--- config.mk ---
export PLATFORM = sky130hd
export DESIGN_NAME = parity_pipe
export DESIGN_NICKNAME = d
export VERILOG_FILES = /design/src/rtl/parity_pipe.sv
export SDC_FILE = /design/constraint.sdc
export NUM_CORES = 1
export LEC_CHECK = 0
export ABC_CLOCK_PERIOD_IN_PS = 3370
export CAP_MARGIN = 20
export CORE_MARGIN = 2
export CORE_UTILIZATION = 30
export DETAILED_ROUTE_END_ITERATION = 10
export SYNTH_ARGS = -nofsm -noshare
export SYNTH_HDL_FRONTEND = slang
export SYNTH_SLANG_ARGS = --single-unit
--- constraint.sdc ---
create_clock -name clk -period 3.37 [get_ports clk]
set_input_delay 0.5055 -clock clk [delete_from_list [all_inputs] [get_ports clk]]
set_output_delay 0.5055 -clock clk [all_outputs]
set_load 0.02 [all_outputs]
--- src/rtl/parity_pipe.sv ---
// ---------------------------------------------------------------------------
// parity_pipe
//   Streaming, pipelined parity generator/checker. Each beat of DATA_W bits
//   is split into NGRP = DATA_W/GROUP_W groups and one parity bit is
//   produced per group. The sense (odd/even) and the mode (generate/check)
//   are sampled with every beat. The per-group XOR trees are spread over
//   PIPE_STAGES register stages, so the latency is PIPE_STAGES cycles and
//   the throughput is one beat per cycle. A saturating counter counts the
//   errored beats that leave the block.
//
// Parameters
//   DATA_W      data width, a multiple of GROUP_W
//   GROUP_W     bits per parity group, a power of 2, >= 2
//   PIPE_STAGES register stages (= latency), 1..4
//   CNT_W       error counter width
//
// Ports
//   clk        in   rising-edge clock
//   rst        in   synchronous active-high reset
//   in_valid   in   input beat valid
//   in_ready   out  block can accept a beat
//   in_data    in   payload
//   in_par     in   received parity, one bit per group (check mode only)
//   in_odd     in   1 = odd parity, 0 = even parity (per beat)
//   in_chk     in   1 = check mode, 0 = generate mode (per beat)
//   out_valid  out  output beat valid
//   out_ready  in   sink accepts the beat
//   out_data   out  in_data delayed by the pipeline
//   out_par    out  computed parity, bit g covers group g
//   out_err    out  per-group mismatch in check mode, else 0
//   err_any    out  OR of out_err, qualified by out_valid
//   cnt_clr    in   synchronous clear of err_cnt
//   err_cnt    out  saturating count of errored output beats
//
// Handshake (both ports): a transfer happens on a rising edge where valid
// and ready are both 1. The output side holds out_valid and all payload
// outputs stable while out_valid && !out_ready (stall); during a stall every
// stage holds and in_ready is 0. in_ready does not depend on in_valid.
// ---------------------------------------------------------------------------
module parity_pipe #(
    parameter int DATA_W      = 32,
    parameter int GROUP_W     = 8,
    parameter int PIPE_STAGES = 2,
    parameter int CNT_W       = 16
) (
    input  logic                        clk,
    input  logic                        rst,
    input  logic                        in_valid,
    output logic                        in_ready,
    input  logic [DATA_W-1:0]           in_data,
    input  logic [DATA_W/GROUP_W-1:0]   in_par,
    input  logic                        in_odd,
    input  logic                        in_chk,
    output logic                        out_valid,
    input  logic                        out_ready,
    output logic [DATA_W-1:0]           out_data,
    output logic [DATA_W/GROUP_W-1:0]   out_par,
    output logic [DATA_W/GROUP_W-1:0]   out_err,
    output logic                        err_any,
    input  logic                        cnt_clr,
    output logic [CNT_W-1:0]            err_cnt
);

    localparam int NGRP  = DATA_W / GROUP_W;
    localparam int LOG_G = $clog2(GROUP_W);
    localparam int LAST  = PIPE_STAGES - 1;

    // Number of XOR-tree levels completed once a beat has passed s stages.
    // Levels are spread as evenly as possible; the last stage always
    // finishes the tree.
    function automatic int levels_done(input int s);
        return (s * LOG_G + PIPE_STAGES - 1) / PIPE_STAGES;
    endfunction

    // One tree level. Within every group slot the live partial results sit
    // in the low bits; this level pairs them up and halves the live width.
    // Bits above the live width are forced to zero.
    function automatic logic [DATA_W-1:0] fold(input logic [DATA_W-1:0] v,
                                               input int lvl);
        logic [DATA_W-1:0] r;
        r = '0;
        for (int g = 0; g < NGRP; g++) begin
            for (int i = 0; i < GROUP_W / 2; i++) begin
                if (i < (GROUP_W >> (lvl + 1))) begin
                    r[g*GROUP_W + i] = v[g*GROUP_W + 2*i] ^ v[g*GROUP_W + 2*i + 1];
                end
            end
        end
        return r;
    endfunction

    // Stage registers
    logic [PIPE_STAGES-1:0] vld_q;
    logic [PIPE_STAGES-1:0] odd_q;
    logic [PIPE_STAGES-1:0] chk_q;
    logic [DATA_W-1:0]      data_q [PIPE_STAGES];
    logic [DATA_W-1:0]      tree_q [PIPE_STAGES];
    logic [NGRP-1:0]        par_q  [PIPE_STAGES];
    logic [DATA_W-1:0]      tree_d [PIPE_STAGES];

    logic [CNT_W-1:0]       cnt_q;
    logic [CNT_W-1:0]       cnt_d;

    logic                   stall;
    logic                   advance;

    assign stall    = vld_q[LAST] && !out_ready;
    assign advance  = !stall;
    assign in_ready = !stall && !rst;

    // Tree levels evaluated in front of each stage register.
    always_comb begin
        logic [DATA_W-1:0] t;
        t = '0;
        for (int s = 0; s < PIPE_STAGES; s++) begin
            t = (s == 0) ? in_data : tree_q[(s == 0) ? 0 : s - 1];
            for (int l = 0; l < LOG_G; l++) begin
                if (l >= levels_done(s) && l < levels_done(s + 1)) begin
                    t = fold(t, l);
                end
            end
            tree_d[s] = t;
        end
    end

    // Whole-pipeline advance. Payload fields only load when a valid beat
    // moves in, so a bubble reaching the last stage leaves the previous
    // beat's outputs in place.
    always_ff @(posedge clk) begin
        if (rst) begin
            vld_q <= '0;
            odd_q <= '0;
            chk_q <= '0;
            for (int s = 0; s < PIPE_STAGES; s++) begin
                data_q[s] <= '0;
                tree_q[s] <= '0;
                par_q[s]  <= '0;
            end
        end else if (advance) begin
            vld_q[0] <= in_valid;
            if (in_valid) begin
                data_q[0] <= in_data;
                tree_q[0] <= tree_d[0];
                par_q[0]  <= in_par;
                odd_q[0]  <= in_odd;
                chk_q[0]  <= in_chk;
            end
            for (int s = 1; s < PIPE_STAGES; s++) begin
                vld_q[s] <= vld_q[s-1];
                if (vld_q[s-1]) begin
                    data_q[s] <= data_q[s-1];
                    tree_q[s] <= tree_d[s];
                    par_q[s]  <= par_q[s-1];
                    odd_q[s]  <= odd_q[s-1];
                    chk_q[s]  <= chk_q[s-1];
                end
            end
        end
    end

    // After the last stage only bit 0 of each group slot is non-zero, so the
    // slot reduction below is the finished group XOR.
    always_comb begin
        out_par = '0;
        for (int g = 0; g < NGRP; g++) begin
            out_par[g] = (^tree_q[LAST][g*GROUP_W +: GROUP_W]) ^ odd_q[LAST];
        end
    end

    assign out_valid = vld_q[LAST];
    assign out_data  = data_q[LAST];
    assign out_err   = chk_q[LAST] ? (out_par ^ par_q[LAST]) : '0;
    assign err_any   = out_valid && (|out_err);

    // Error counter: clear wins over increment; saturates at all-ones.
    always_comb begin
        cnt_d = cnt_q;
        if (cnt_clr) begin
            cnt_d = '0;
        end else if (out_valid && out_ready && err_any && (cnt_q != '1)) begin
            cnt_d = cnt_q + CNT_W'(1);
        end
    end

    always_ff @(posedge clk) begin
        if (rst) begin
            cnt_q <= '0;
        end else begin
            cnt_q <= cnt_d;
        end
    end

    assign err_cnt = cnt_q;

endmodule

==> results of run 1 <==
[cells by family after synthesis]
family	share of synthesized area, %
AO/OA/AOI/OAI	5.67
XOR/XNOR	8.12
adder cells (fa/ha/maj)	0.258
buffers and inverters	6.63
flip-flops	61.0
AND/OR/NAND/NOR	18.3
[worst max-delay path, delay by kind of cell, from the launching register on]
kind	cells	cell delay [ps]
buffers and inverters	1	670
DFF	1	470
xor gates and xnor gates	1	320
AOI/OAI and AO/OA	1	310
and+or+nand+nor	1	100
[metal layers]
metal / routed length, um / part of all wire (%) / track usage [%] / vias up
li1: - / - / - / 1502
met1: 4070 / 42 / 12.7 / 1463
met2: 4850 / 50 / 19.9 / 69
met3: 354 / 3.7 / 2.39 / 21
met4: 352 / 3.7 / 7.00 / 0
met5: 0 / 0 / 0 / -
[flip-flops by register name, indices dropped and copies added (netlist names)]
| name | flops |
|---|---|
| err_cnt | 16 |
| vld_q | 2 |
| data_q | 64 |
| tree_q | 12 |
| par_q | 8 |
| chk_q | 2 |
| odd_q | 2 |
[cells in the mapped netlist (all sizes together) (2+ instances only)]
library cell | instances | area share (%)
or3 | 5 | 0.64
xnor2 | 33 | 6.0
a41oi | 2 | 0.67
dfxtp | 22 | 9.1
o21ai | 6 | 0.62
xor2 | 12 | 2.2
buf | 36 | 5.5
and2 | 78 | 10
inv | 2 | 0.15
nor4 | 4 | 0.52
or2 | 3 | 0.39
nand3 | 8 | 0.82
nor2 | 21 | 1.7
nand2b | 3 | 0.39
a21oi | 18 | 1.9
clkbuf | 12 | 0.93
nand2 | 15 | 1.2
o31ai | 8 | 1.2
edfxtp | 84 | 52
nand4 | 6 | 0.77
or4 | 7 | 1.1
[cell type report]
cell class,count,share of cell area [%]
Clock inverter,6,1.07
Timing Repair Buffer,106,17.2
Sequential cell,106,48.0
Clock buffer,10,3.71
Inverter,2,0.122
Multi-Input combinational cell,242,25.5
Tap cell,216,4.38
[final timing paths]
| kind | to | slack (ps) | from | cells after the start |
|---|---|---|---|---|
| min | odd_q[0] | 470 | odd_q[0] | 2 |
| min reg2reg | odd_q[0] | 470 | odd_q[0] | 2 |
| max | err_any | 650 | tree_q[0][10] | 4 |
| max reg2reg | err_cnt[2] | 1320 | tree_q[0][10] | 5 |
[metrics by stage]
step / power, mW / cells / setup slack, ps / instance area [sq um] / utilization [%]
global route: 3.10 / 688 / 511 / 6170 / 39.0
floorplan: 1.81 / 398 / 1070 / 4850 / -
finish: 2.98 / 688 / 650 / 6170 / 39.0
CTS: 3.02 / 688 / 604 / 6170 / 39.0
global placement: 1.96 / 672 / 871 / 5880 / 37.1
detailed placement: 1.96 / 672 / 834 / 5880 / 37.1
[power groups by stage]
stage | Sequential (mW) | Combinational (mW) | Clock [mW]
after floorplan | 1.57 | 0.243 | 0
after global placement | 1.58 | 0.376 | 0
after detailed placement | 1.58 | 0.381 | 0
after CTS | 1.55 | 0.383 | 1.09
after global routing | 1.56 | 0.407 | 1.13
final | 1.55 | 0.374 | 1.05
==> results.md, run 1 <==
- Grt ovf: 0
- Total GRT Usage: 11.4%
- Largest net degree at the start of global routing: 45
- RePlAce Congestion: between 0.7 and 0.8
- Drt drc: 0
- Yosys warnings: 0
- Switch share: 23.4%
- Syn avg cell area: 12.2 sq um
- Critical Path Max Stage Delay: 670 ps
- Final ANT Viol Nets: 0
- Combinational Power Share: 12.6%
- Clock network power share: 35.3%
- CTS tree: done
- First-pass GRT wire length: 15.5 mm
- MaxCap Viol Count: 0
- Crit Path Max Fanout: 3
- IO buf count: 101
- Share of synthesized registers carrying an async set or reset: 0%
- Fin. Hold Viols: 0
- Achievable frequency: 0.368 GHz
- Syn Inst Count: 398
- Clock skew: 5.51 ps
- Share of cells above drive strength 1: 6.36%
- Height of the die: 131 um
- Vias: 3055
- Worst-Margin Slew: 660 ps
- Die footprint: between 0.015 and 0.02 sq mm
- Fillers: 1519
- Period utilization: 80.7%
- Min Hold Slack: 474 ps
- Slew Limit Fails: 0
- Multi-input combinational cell area: 0.00158 sq mm
- Syn-to-layout area delta: 27.2%
- Synth cell types: 37
- Top Ports: 102
- Nets: 511
- Most common cell after layout, fill and taps aside: clkdlybuf4s50_1
- H-tree depth: 3
- Clk_lat worst skew: 350 ps
- Initial DRT Pass Iterations: 4
- Ant diodes: 0
- Post-synthesis sequential area ratio: approximately three fifths
- Die width: between 100 and 150 um
- CTS Buffer Depth: 2
- Row cnt: 46
- Share of power burned in registers: 52.1%
- Max-slew headroom: 55.9%
- Vias in the first global route: a little over 3k
- FF+latch count, synth: 106
- Total negative slack: 0 ps
- Worst path slowest cell: clkdlybuf4s50_1
- Internal: 2.28 mW
- CP Cell Sequence: xor2_1, nor4_1, o22ai_1, clkdlybuf4s50_1
- Post-CTS Hold Buffers: 0
- Worst hold path class: reg2reg
- Arrival @ worst endpoint: 2210 ps
- Total Routed Length: approximately 9.6 mm
- CP required: 2860 ps
- Avg WL per Cell: 14.0 um
- Status: finished clean
- # Post-CTS Setup Buffers: 0
- Core ar.: about 0.016 sq mm
- RSZ-0062 raised after global routing: no
- Count of final setup violators: 0
- Clock slew at reported path FFs: 70 ps
- CTS Buf Count: 9
- Startpoint class of the critical path: register
- Sink Count: 106
- Vias per inst: ~4.4
- Max VDD drop: 0.000225 V
- Synthesized Nets: 442
- Worst setup EP type: primary output
- Iter 0 DRT Violations: 84
- CTS resizes: 0
- Most used DFF post-synth: edfxtp_1
- NetSw: 0.696 mW
- Netlist Area Pre-Place: 0.00485 sq mm
- Most frequent cells in the layout: clkdlybuf4s50_1 (101), edfxtp_1 (84), and2_1 (78)
- CTS Root Cell: clkbuf_16
- Initial Util: a little under a third
- Final min period: 2720 ps
- WS Path Type: reg2out
- DP HPWL: between 6 and 7 mm
- Number of synthesized flops with an enable pin: 84
- Antenna violations before repair: 0
- Pwr per Cell Area: between 400 and 500 mW/mm^2
- Leak: 2.12 nW
- Register Area: 0.00296 sq mm
(Power assumes the default switching activity.)
==> run 2: changes to the inputs <==
ABC_CLOCK_PERIOD_IN_PS = 2700   (was 3370)
clock period = 2.7 ns   (was 3.37 ns; I/O delays follow)
==> run 2 against run 1 <==
  * First-iteration DRC count up 14%
  * Via count fell by 1.5%
  * Register-to-register slack got worse by 640 ps
  * Core utilization grew 0.28 points
  * Die area did not move
  * Critical path type unchanged
  * Critical endpoint unchanged
==> results.md, run 2 (synthesized netlist as in run 1, its figures left out) <==
- Most frequent cells in the layout: clkdlybuf4s50_1 (101), edfxtp_1 (84), and2_1 (78)
- Flop2flop setup slack: 680 ps
- Grt ovf: 0
- Syn-to-layout area delta: 28.1%
- Min Hold Slack: 481 ps
- Post-layout util: 39.3%
- Crit path launch: par_q[0][6]
- Post-CTS Hold Buffers: 0
- Height of the die: 131 um
- Clock slew at reported path FFs: 70 ps
- Worst reg2reg path depth: 5
- Vias per inst: 4.37
- Largest net degree at the start of global routing: 73
- Fin. Hold Viols: 0
- Drt drc: 0
- Critical Path Max Stage Delay: 670 ps
- CTS Buf Count: 9
- Startpoint class of the critical path: register
- Most common cell after layout, fill and taps aside: clkdlybuf4s50_1
- Clk_lat worst skew: 350 ps
- DP HPWL: ~6.6 mm
- Top Ports: 102
- Total Routed Length: ~9.4 mm
- Max-slew headroom: 35.8%
- Total GRT Usage: 10.7%
- Reg-to-Reg Start: tree_q[0][8]
- Antenna violations before repair: 1
- Period utilization: 95.8%
- Worst path slowest cell: clkdlybuf4s50_1
- RePlAce Congestion: around 0.8
- Largest register FFs: 64
- Slew Limit Fails: 0
- Worst-Margin Slew: 964 ps
- Vias: 3008
- Status: finished clean
- Final ANT Viol Nets: 0
- Crit path capture: err_any
- Clock skew: 3.24 ps
- CTS tree: done
- Leak: 2.14 nW
- Avg WL per Cell: 13.6 um
- Reg with most FFs: data_q
- RR Endpoint: err_cnt[2]
- Worst hold path class: reg2reg
- CP Cell Sequence: xor2_1, nor4_2, o22ai_1, clkdlybuf4s50_1
- Count of final setup violators: 0
- Arrival @ worst endpoint: 2180 ps
- CTS Root Cell: clkbuf_16
- MaxCap Viol Count: 0
- Sink Count: 106
- Final min period: 2590 ps
- H-tree depth: 3
- Nets: 511
- Achievable frequency: slightly below 0.4 GHz
- Setup slack at placement: 196 ps
- Core ar.: 0.0158 sq mm
- Final setup margin: roughly 110 ps
- WS Path Type: reg2out
- Max VDD drop: 0.000305 V
- CP required: 2300 ps
- Iter 0 DRT Violations: 96
- Pwr per Cell Area: about 600 mW/mm^2
- IO buf count: 101
- Worst setup EP type: primary output
- Initial Util: between 30% and 40%
- Share of cells above drive strength 1: 7.20%
- Crit Path Max Fanout: 3
- CTS Buffer Depth: 2
- Total negative slack: 0 ps
- Die width: 131 um
- First-pass GRT wire length: 14.5 mm
- Initial DRT Pass Iterations: 4
- Die footprint: between 0.015 and 0.02 sq mm
- Row cnt: 46
- RSZ-0062 raised after global routing: no
- Vias in the first global route: 2849
-- run 2: changes by cell type in the layout (fill, tap and decap cells not counted) --
cell | previous run | this run
buf_4 | 4 | 3
nor4_2 | 0 | 1
nor4_1 | 4 | 3
buf_12 | 1 | 2
xnor2_2 | 0 | 1
xor2_2 | 0 | 1
xnor2_1 | 33 | 32
clkbuf_1 | 1 | 0
diode_2 | 0 | 1
xor2_1 | 12 | 11
inv_8 | 1 | 2
-- run 2: critical path: cells and delay by family (launching register included) --
kind,cells,cell delay [ps]
flops,1,500
xor+xnor,1,280
buf+inv,1,670
simple gates,1,90
compound gates,1,290
-- run 2: metrics by stage --
step	cell area (sq um)	total power, mW	cells
finish	6220	3.74	689
detailed placement	5890	2.45	672
global placement	5890	2.44	672
CTS	6190	3.78	688
global route	6220	3.88	689
floorplan	4850	2.27	398
-- run 2: worst min path at each step --
stage                   from       end  cells past startpoint
detailed placement  odd_q[0]  odd_q[0]                      2
CTS                 odd_q[0]  odd_q[0]                      2
finish              odd_q[0]  odd_q[0]                      2
global route        chk_q[0]  chk_q[0]                      2
floorplan           chk_q[0]  chk_q[0]                      2
global placement    chk_q[0]  chk_q[0]                      2
-- run 2: layout make-up --
type / count / area (sq um)
well taps: 216 / 270
clock buffers: 9 / 225
diodes: 1 / 2.50
fillers: 1497 / 9610
clock inverters: 7 / 77.6
multi-input cells: 242 / 1600
repair buffers: 106 / 1070
flip-flops and latches: 106 / 2960
inverters: 2 / 7.51
-- run 2: repair_timing --
| action | 4_1_cts | 5_1_grt |
|---|---|---|
| endpoints found under the setup margin | 0 | 1 |
| setup buffers | 0 | 0 |
| resized for setup | 0 | 3 |
-- run 2: power by group --
part	total, mW	switching, mW	internal (mW)
logic	0.471	0.234	0.237
registers	1.94	0.0501	1.89
clock network	1.33	0.602	0.729
-- run 2: per-layer routing --
layer	global-route usage [%]	share of wire [%]	routed length, um	up-vias
met5	0	0	0	-
met4	5.74	1.8	173	0
met3	2.24	3.5	326	13
met2	18.3	51	4770	61
met1	12.8	44	4110	1432
li1	-	-	-	1502
==> run 3: changes to the inputs <==
PLACE_DENSITY = 0.5   (was default)
==> run 3 against run 2 <==
  * Power shrank 1.7%
  * Via count shrank 2.5%
  * Sequential cell count is the same
  * Largest cell class unchanged
  * Combinational power grew 1%
  * Non-clock buffer count grew 2
  * Critical endpoint is now out_err[3]
  * First-iteration DRC count grew 43%
  * Highest routed layer unchanged
  * Global-route usage grew 0.45 points
==> results.md, run 3 (synthesized netlist as in run 1, its figures left out) <==
- Status: finished clean
- Slew Limit Fails: 0
- Max VDD drop: 0.000295 V
- Crit Path Max Fanout: 3
- Initial Util: about 31%
- Final min period: ~2500 ps
- Die width: 131 um
- Avg WL per Cell: around 13 um
- Top Ports: between 100 and 150
- Post-CTS Hold Buffers: 0
- Share of cells above drive strength 1: 6.77%
- RePlAce Congestion: 0.760
- Final ANT Viol Nets: 0
- Startpoint class of the critical path: register
- # Post-CTS Setup Buffers: 0
- Nets: 513
- MaxCap Viol Count: 0
- Max-slew headroom: 54.5%
- Syn-to-layout area delta: 28.0%
- CTS tree: done
- Antenna violations before repair: 0
- Clk_lat worst skew: 340 ps
- Sink Count: 106
- Die footprint: 0.0172 sq mm
- Leak: between 2 and 2.5 nW
- RSZ-0062 raised after global routing: no
- Worst setup EP type: primary output
- Reg with most FFs: data_q
- Setup slack at placement: 190 ps
- Vias: 2934
- WL met1: about 4.2 mm
- Iter 0 DRT Violations: between 100 and 150
- DR top layer: met4
- Total negative slack: 0 ps
- CTS Buffer Depth: 2
- Total GRT Usage: between 10 and 15%
- Met3 wire length: 402 um
- Grt ovf: 0
- Multi-input combinational cell area: 0.00158 sq mm
- Initial DRT Pass Iterations: 4
- Fin. Hold Viols: 0
- Count of final setup violators: 0
- Total Routed Length: 9.21 mm
- Final setup margin: 244 ps
- Worst hold path class: reg2reg
- CTS Root Cell: clkbuf_16
- Vias in the first global route: 2963
- CP required: 2300 ps
- Period utilization: between 90% and 100%
- WS Path Type: reg2out
- Largest net degree at the start of global routing: 73
- Row cnt: 46
- Clock slew at reported path FFs: roughly 70 ps
- Drt drc: 0
- Fillers: 1499
- Vias per inst: 4.26
- Ant diodes: 0
- First-pass GRT wire length: 15.1 mm
- Most frequent cells in the layout: clkdlybuf4s50_1 (100), edfxtp_1 (84), and2_1 (78)
- Pwr per Cell Area: 592 mW/mm^2
- Arrival @ worst endpoint: approximately 2000 ps
- DP HPWL: between 6 and 7 mm
- H-tree depth: 3
- Achievable frequency: roughly 0.4 GHz
- Core ar.: 0.0158 sq mm
- CTS Buf Count: 9
- Worst-Margin Slew: 682 ps
- Height of the die: between 100 and 150 um
- Met2 WL post-DR: roughly 4.4 mm
- Clock skew: 5.04 ps
- IO buf count: 101
- Register Area: between 0.002 and 0.003 sq mm
- Largest register FFs: between 60 and 70
- Most common cell after layout, fill and taps aside: clkdlybuf4s50_1
==> run 3: cell types whose count changed in the layout (fill, tap and decap cells not counted), sizes merged <==
cell,before,now
clkinvlp,1,2
diode,1,0
dlymetal6s2s,0,1
clkdlybuf4s50,101,100
buf,5,7
inv,4,2
==> run 3: repair_timing <==
item | 4_1_cts | 5_1_grt
endpoints found under the hold margin | 0 | 0
setup endpoints to repair | 0 | 2
gates resized for setup | 0 | 2
==> run 3: final timing paths <==
kind                  to  slack, ps     startpoint  cells past startpoint
max           out_err[3]        240  tree_q[0][14]                      4
min             odd_q[0]        470       odd_q[0]                      2
max reg2reg  err_cnt[14]        660     err_cnt[0]                      6
min reg2reg     odd_q[0]        470       odd_q[0]                      2
==> run 3: worst max-delay path, cell delays in order, from the launching register on <==
cell and delay (ps):
edfxtp_1 450, xor2_1 280, xor2_1 180, and2_1 170
clkdlybuf4s50_1 610
==> run 3: cell type report <==
class	count	share of cell area [%]
sequential	106	47.7
multi-input combinational	242	25.4
timing repair buffer	108	17.9
tap	216	4.35
clock buffer	9	3.63
clock inverter	6	0.947
inverter	2	0.121
==> run 3: report_power, final <==
part           switching [mW]  total [mW]  internal (mW)
Combinational           0.235       0.476          0.241
Sequential             0.0448        1.94           1.89
Clock                   0.559        1.27          0.706
==> run 3: through the flow <==
stage	util, %	hold slack, ps	area, sq um	cells	total power [mW]
after floorplan	-	437	4850	398	2.27
after global placement	37.3	456	5900	673	2.45
after detailed placement	37.3	453	5900	673	2.45
after CTS	39.1	466	6180	688	3.73
after global routing	39.2	484	6210	689	3.83
final	39.2	471	6210	689	3.68
==> run 3: routing by layer <==
layer,track usage [%],vias up
li1,-,1505
met1,13.8,1350
met2,18.1,66
met3,2.66,13
met4,6.16,0
met5,0,-
